## src/rtl/stopit_round_ctrl.sv

```systemverilog
`default_nettype none
// ============================================================================
// Module   : stopit_round_ctrl
// Brief    : StopIt round controller - draws a target, runs the time counter,
//            judges the stopped value and keeps a saturating win tally.
// Revision : 1.0 - initial release
// ============================================================================
module stopit_round_ctrl #(
   parameter int         TOLERANCE  = 0,
   parameter int         MIN_TARGET = 4,
   parameter logic [4:0] LFSR_SEED  = 5'h01
) (
   input  logic       clk_4_i,
   input  logic       rst_i,
   input  logic       start_i,
   input  logic       stop_i,
   input  logic [4:0] count_i,
   output logic       counter_en_o,
   output logic       counter_rst_no,
   output logic [4:0] target_o,
   output logic [4:0] stopped_o,
   output logic       running_o,
   output logic       win_o,
   output logic       lose_o,
   output logic [3:0] wins_o
);

   localparam logic [4:0] c_MIN_TARGET = 5'(MIN_TARGET);
   localparam logic [5:0] c_TOLERANCE  = 6'(TOLERANCE);
   localparam logic [4:0] c_COUNT_MAX  = 5'd31;
   localparam logic [3:0] c_WINS_MAX   = 4'd15;

   typedef enum logic [1:0] {
      S_IDLE    = 2'd0,
      S_RUNNING = 2'd1,
      S_WIN     = 2'd2,
      S_LOSE    = 2'd3
   } state_t;

   state_t     r_state;
   state_t     w_state_nxt;

   logic       r_start_q;
   logic       r_stop_q;
   logic [4:0] r_lfsr;
   logic [4:0] r_target;
   logic [4:0] r_stopped;
   logic [3:0] r_wins;

   logic       w_start_edge;
   logic       w_stop_edge;
   logic       w_at_max;
   logic [4:0] w_draw;
   logic [5:0] w_diff;
   logic [5:0] w_abs;
   logic       w_hit;
   logic       w_round_start;
   logic       w_judge;
   logic       w_timeout;
   logic       w_win_entry;

   assign w_start_edge = start_i & ~r_start_q;
   assign w_stop_edge  = stop_i & ~r_stop_q;
   assign w_at_max     = (count_i == c_COUNT_MAX);

   // Small draws are lifted so the player always has a few ticks to react.
   assign w_draw = (r_lfsr < c_MIN_TARGET) ? (r_lfsr + c_MIN_TARGET) : r_lfsr;

   // Zero-extended two's-complement difference; magnitude always fits 5 bits.
   assign w_diff = {1'b0, count_i} - {1'b0, r_target};
   assign w_abs  = w_diff[5] ? (~w_diff + 6'd1) : w_diff;
   assign w_hit  = (w_abs <= c_TOLERANCE);

   always_ff @(posedge clk_4_i or posedge rst_i) begin
      if (rst_i) begin
         r_state <= S_IDLE;
      end else begin
         r_state <= w_state_nxt;
      end
   end

   always_comb begin
      w_state_nxt   = r_state;
      w_round_start = 1'b0;
      w_judge       = 1'b0;
      w_timeout     = 1'b0;
      w_win_entry   = 1'b0;
      counter_en_o  = 1'b0;
      running_o     = 1'b0;
      win_o         = 1'b0;
      lose_o        = 1'b0;
      case (r_state)
         S_IDLE: begin
            if (w_start_edge) begin
               w_round_start = 1'b1;
               w_state_nxt   = S_RUNNING;
            end
         end
         S_RUNNING: begin
            running_o    = 1'b1;
            counter_en_o = ~w_stop_edge & ~w_at_max;
            if (w_stop_edge) begin
               w_judge = 1'b1;
               if (w_hit) begin
                  w_win_entry = 1'b1;
                  w_state_nxt = S_WIN;
               end else begin
                  w_state_nxt = S_LOSE;
               end
            end else if (w_at_max) begin
               w_timeout   = 1'b1;
               w_state_nxt = S_LOSE;
            end
         end
         S_WIN: begin
            win_o = 1'b1;
            if (w_start_edge) begin
               w_round_start = 1'b1;
               w_state_nxt   = S_RUNNING;
            end
         end
         S_LOSE: begin
            lose_o = 1'b1;
            if (w_start_edge) begin
               w_round_start = 1'b1;
               w_state_nxt   = S_RUNNING;
            end
         end
         default: begin
            w_state_nxt = S_IDLE;
         end
      endcase
   end

   // The counter is held cleared throughout reset and for the round-start cycle.
   assign counter_rst_no = ~rst_i & ~w_round_start;

   always_ff @(posedge clk_4_i or posedge rst_i) begin
      if (rst_i) begin
         r_start_q <= 1'b0;
         r_stop_q  <= 1'b0;
         r_lfsr    <= LFSR_SEED;
         r_target  <= 5'd0;
         r_stopped <= 5'd0;
         r_wins    <= 4'd0;
      end else begin
         r_start_q <= start_i;
         r_stop_q  <= stop_i;
         r_lfsr    <= {r_lfsr[3:0], r_lfsr[4] ^ r_lfsr[2]};
         if (w_round_start) begin
            r_target <= w_draw;
         end
         if (w_judge) begin
            r_stopped <= count_i;
         end else if (w_timeout) begin
            r_stopped <= c_COUNT_MAX;
         end
         if (w_win_entry && (r_wins != c_WINS_MAX)) begin
            r_wins <= r_wins + 4'd1;
         end
      end
   end

   assign target_o  = r_target;
   assign stopped_o = r_stopped;
   assign wins_o    = r_wins;

endmodule
`default_nettype wire

```

## config.mk

```make
export PLATFORM = sky130hd
export DESIGN_NAME = stopit_round_ctrl
export DESIGN_NICKNAME = d
export VERILOG_FILES = /design/src/rtl/stopit_round_ctrl.sv
export SDC_FILE = /design/constraint.sdc
export NUM_CORES = 1
export LEC_CHECK = 0
export ABC_AREA = 1
export CORE_MARGIN = 10
export CORE_UTILIZATION = 53
export DETAILED_ROUTE_END_ITERATION = 16
export GPL_ROUTABILITY_DRIVEN = 0
export GPL_TIMING_DRIVEN = 1
export HOLD_SLACK_MARGIN = 0.02
export PLACE_DENSITY = 0.88
export RECOVER_POWER = 25
export SETUP_SLACK_MARGIN = 0.2
export SKIP_CTS_REPAIR_TIMING = 1
export SLEW_MARGIN = 10
export SYNTH_ARGS = -nofsm -noshare
export SYNTH_HDL_FRONTEND = slang
export SYNTH_SLANG_ARGS = --single-unit
```

## constraint.sdc

```tcl
create_clock -name clk_4_i -period 4.9 [get_ports clk_4_i]
set_input_delay 0.98 -clock clk_4_i [delete_from_list [all_inputs] [get_ports clk_4_i]]
set_output_delay 0.98 -clock clk_4_i [all_outputs]
set_load 0.02 [all_outputs]
```

==> parameters.txt <==
Parameter                              Value

Synthesis
  Number of distinct standard cells referenced by the synthesized netlist ... 25
  Leading area contributor after synthesis ... dfrtp_1
  Primary FF master, synth ... dfrtp_1
  YS warnings ... 0
  Async set-or-reset flop fraction in the synthesized netlist ... 100%
  Leading post-synthesis cells by cell area ... dfrtp_1 43%, nand2_1 9.7%, inv_1 7.9%
  Post-synthesis register bit count ... 23
  Top cell type's share of synthesized area ... between 40% and 50%
  Gate count of the mapped netlist ... roughly 160
  Cell area after technology mapping ... between 0.001 and 0.0015 mm2
  Synthesized area divided by synthesized cell count ... 8.23 um2
  Number of flops mapped to enable cells by yosys ... 0
  Mapped Nets ... roughly 170
  Register area share after synthesis ... a little under half

Final layout
  Share of layout cells above drive strength 1 ... about 7%
  Post-route cell area ... approximately 0.0016 mm2
  Count of nets after finishing ... approximately 200
  Area of the multi-input gates ... between 500 and 600 um2
  Non-filler instance count after layout ... around 210
  Register area ... slightly below 600 um2
  Fill cell total of the finished layout ... 170
  Area growth syn-to-layout ... 26.0%
  Diode count ... 0

Critical path
  Biggest cell delay along the critical path ... 0.55 ns
  Cell type of the slowest stage on the worst timing path ... clkdlybuf4s50_1
  Worst-path fanout max ... 8
  Arrival time of the worst setup path ... roughly 2.6 ns
  CP cell instances ... dlygate4sd3_1 -> inv_1 -> nor2_1 -> inv_1 -> nor2_1 -> nor2_1 -> clkdlybuf4s50_1
  Required time at the worst-slack endpoint ... 3.92 ns
  Most repeated library cell on the critical path ... nor2_1
  Kind of critical path ... in -> out
  Critical path endpoint category ... output pin
  Crit path launch type ... primary input

Place
  HPWL after detailed placement ... ~2300 um
  Placed standard-cell area ... 0.00158 mm2
  Cell Count Post-Placement ... 210
  Post-placement setup slack ... 1.33 ns
  Count of buffers from port buffering ... 27

Timing
  Unrepaired setup endpoints after global routing ... no
  Post-Route Hold Slack ... ~0.4 ns
  Tmin final ... approximately 3.6 ns
  Setup-failing EPs final ... 0
  Final Hold Viols ... 0
  Accumulated negative setup slack ... 0 ns
  Final max-slew violation count ... 0
  Worst path setup slack after routing ... 1.28 ns
  Relative slew slack ... between 40 and 50%
  Final worst-path cycle share ... 73.8%
  Setup clock skew after layout ... ~0.0037 ns
  Transition at the pin with the smallest max-transition slack ... between 0.8 and 0.9 ns
  Max Clock Freq ... between 200 and 300 MHz

Power
  Leakage dissipation ... ~0.80 nW
  Worst IR drop on VDD ... 0.000364 V
  P per Cell Area ... 459 mW/mm2

Detailed routing
  Total vias in the final route ... between 1k and 1.5k
  DRT Pass-1 Iters ... 4
  Post-detailed-route count of antenna-violating nets ... 0
  Final routed wirelength across all metal layers ... around 2800 um
  Violation count after the first detailed-route iteration ... slightly above 60
  Detail-routed via count per cell ... 5.18
  Average detailed-routed wire length per instance ... 13.1 um
  DRC violations left ... 0

Die
  Row count ... 17
  Die extent in y ... 69.0 um
  Total Die Area ... roughly 0.0048 mm2
  Core region area ... 0.00225 mm2
  Top-level I/O count ... 28
  Width of the chip ... 69.0 um
  Initial core utilization ... between 50% and 60%

Clock tree
  CTS tree ... done
  Worst-Skew Late Latency ... about 0.3 ns
  Root buffer cell ... clkbuf_4
  Total CTS buffers ... 3
  Deepest clock path buffer count ... 2
  Clock sink total ... 23
  Depth of the CTS H-tree ... 1
  Clk slew on worst S/H paths ... 0.12 ns

Min path
  HP Class ... reg -> reg

Global route
  M3 GR Usage ... between 2 and 3%
  Met1 routing resource usage after global routing ... roughly an eighth
  Residual overflow from global routing ... 0
  Largest net degree at the start of global routing ... 24
  Number of antenna violations at the first check in global routing ... 0
  GR Layer Usage met2 ... 20.9%
  First-pass GRT wire length ... just under 5000 um
  GRT Overall Usage ... 11.8%
  Busiest layer in global routing ... met2
  Via count of the first global-routing pass ... roughly 1.1k

Status
  Result of the run ... finished clean

Job
  Count of max-cap constraint violations ... 0
metal layers:
| layer | part of all wire, % | vias to the layer above |
|---|---|---|
| met5 | 0 | - |
| met4 | 1.2 | 0 |
| li1 | - | 567 |
| met1 | 44 | 506 |
| met2 | 51 | 29 |
| met3 | 4.4 | 6 |
Yosys cell counts (2+ instances only):
| master | n |
|---|---|
| nor2_1 | 16 |
| dfrtp_1 | 22 |
| nand3_1 | 7 |
| nand2_2 | 3 |
| o21ai_0 | 5 |
| nand4_1 | 6 |
| nor2_4 | 2 |
| nand2_1 | 33 |
| a31oi_1 | 2 |
| a22oi_1 | 2 |
| inv_1 | 27 |
| a21oi_2 | 2 |
| ha_1 | 7 |
| xor2_1 | 2 |
| a21oi_1 | 9 |
sequential cells by signal, indices dropped and copies added (netlist names):
signal / flops
r_lfsr: 5
stopped_o: 5
target_o: 5
wins_o: 4
r_state: 2
r_start_q: 1
r_stop_q: 1
layout make-up:
cell class,count,area share [%]
timing repair buffer,27,16.8
tap,28,2.18
multi-input combinational,104,36.9
inverter,28,6.54
sequential,23,35.9
clock buffer,4,1.64
worst paths after layout:
check | slack (ns) | endpoint | start | cells past startpoint
max | 1.28 | counter_rst_no | start_i | 7
min | 0.40 | r_lfsr[2] | r_lfsr[1] | 0
max reg2reg | 2.68 | wins_o[2] | target_o[0] | 13
min reg2reg | 0.40 | r_lfsr[2] | r_lfsr[1] | 0
max in group asynchronous | 3.07 | wins_o[2] | rst_i | 2
min in group asynchronous | 1.30 | r_state[0] | rst_i | 2
critical path, delay by kind of cell:
family	cells	cell delay, ns
buffers and inverters	4	1.19
and+or+nand+nor	3	0.47
layout by cell type (no fill, tap or decap):
| cell type | instances |
|---|---|
| ha_1 | 7 |
| o22ai_1 | 1 |
| clkbuf_1 | 1 |
| nand4_1 | 6 |
| dlygate4sd3_1 | 3 |
| nor3_1 | 1 |
| a22oi_1 | 2 |
| nand2_1 | 33 |
| xor2_1 | 2 |
| inv_1 | 27 |
| o21bai_1 | 1 |
| nand2_2 | 3 |
| nand3b_1 | 1 |
| dfrtp_1 | 22 |
| clkbuf_4 | 3 |
| nor3_2 | 1 |
| fa_1 | 1 |
| xnor2_1 | 1 |
| nor2_1 | 16 |
| inv_2 | 1 |
| o21ai_0 | 5 |
| nor2_4 | 2 |
| dfstp_1 | 1 |
| clkdlybuf4s50_1 | 24 |
| nand3_2 | 1 |
| a21oi_1 | 9 |
| nand3_1 | 7 |
| a31oi_1 | 2 |
| a21oi_2 | 2 |
kinds of logic after synthesis:
group	after synthesis	synth area share [%]
adders and majority gates	8	8.44
AOI/OAI and AO/OA	22	10.1
and+or+nand+nor	71	25.9
DFF	23	45.2
buffers and inverters	28	8.24
xor gates and xnor gates	3	2.06
per-stage QoR:
| stage | utilization [%] | power (W) |
|---|---|---|
| 6_report | 71.3 | 0.000737 |
| 5_1_grt | 71.3 | 0.000794 |
| 4_1_cts | 71.3 | 0.000741 |
| 3_5_place_dp | 70.1 | 0.000656 |
| 3_3_place_gp | 70.1 | 0.000642 |
| 2_1_floorplan | - | 0.000508 |
where the power goes:
group	internal (W)	switching [W]	leakage, nW
Combinational	0.000164	0.000231	0.509
Sequential	0.000228	0.0000285	0.273
Clock	0.0000318	0.0000538	0.0150
No activity file was read; power rests on OpenSTA's default activity.
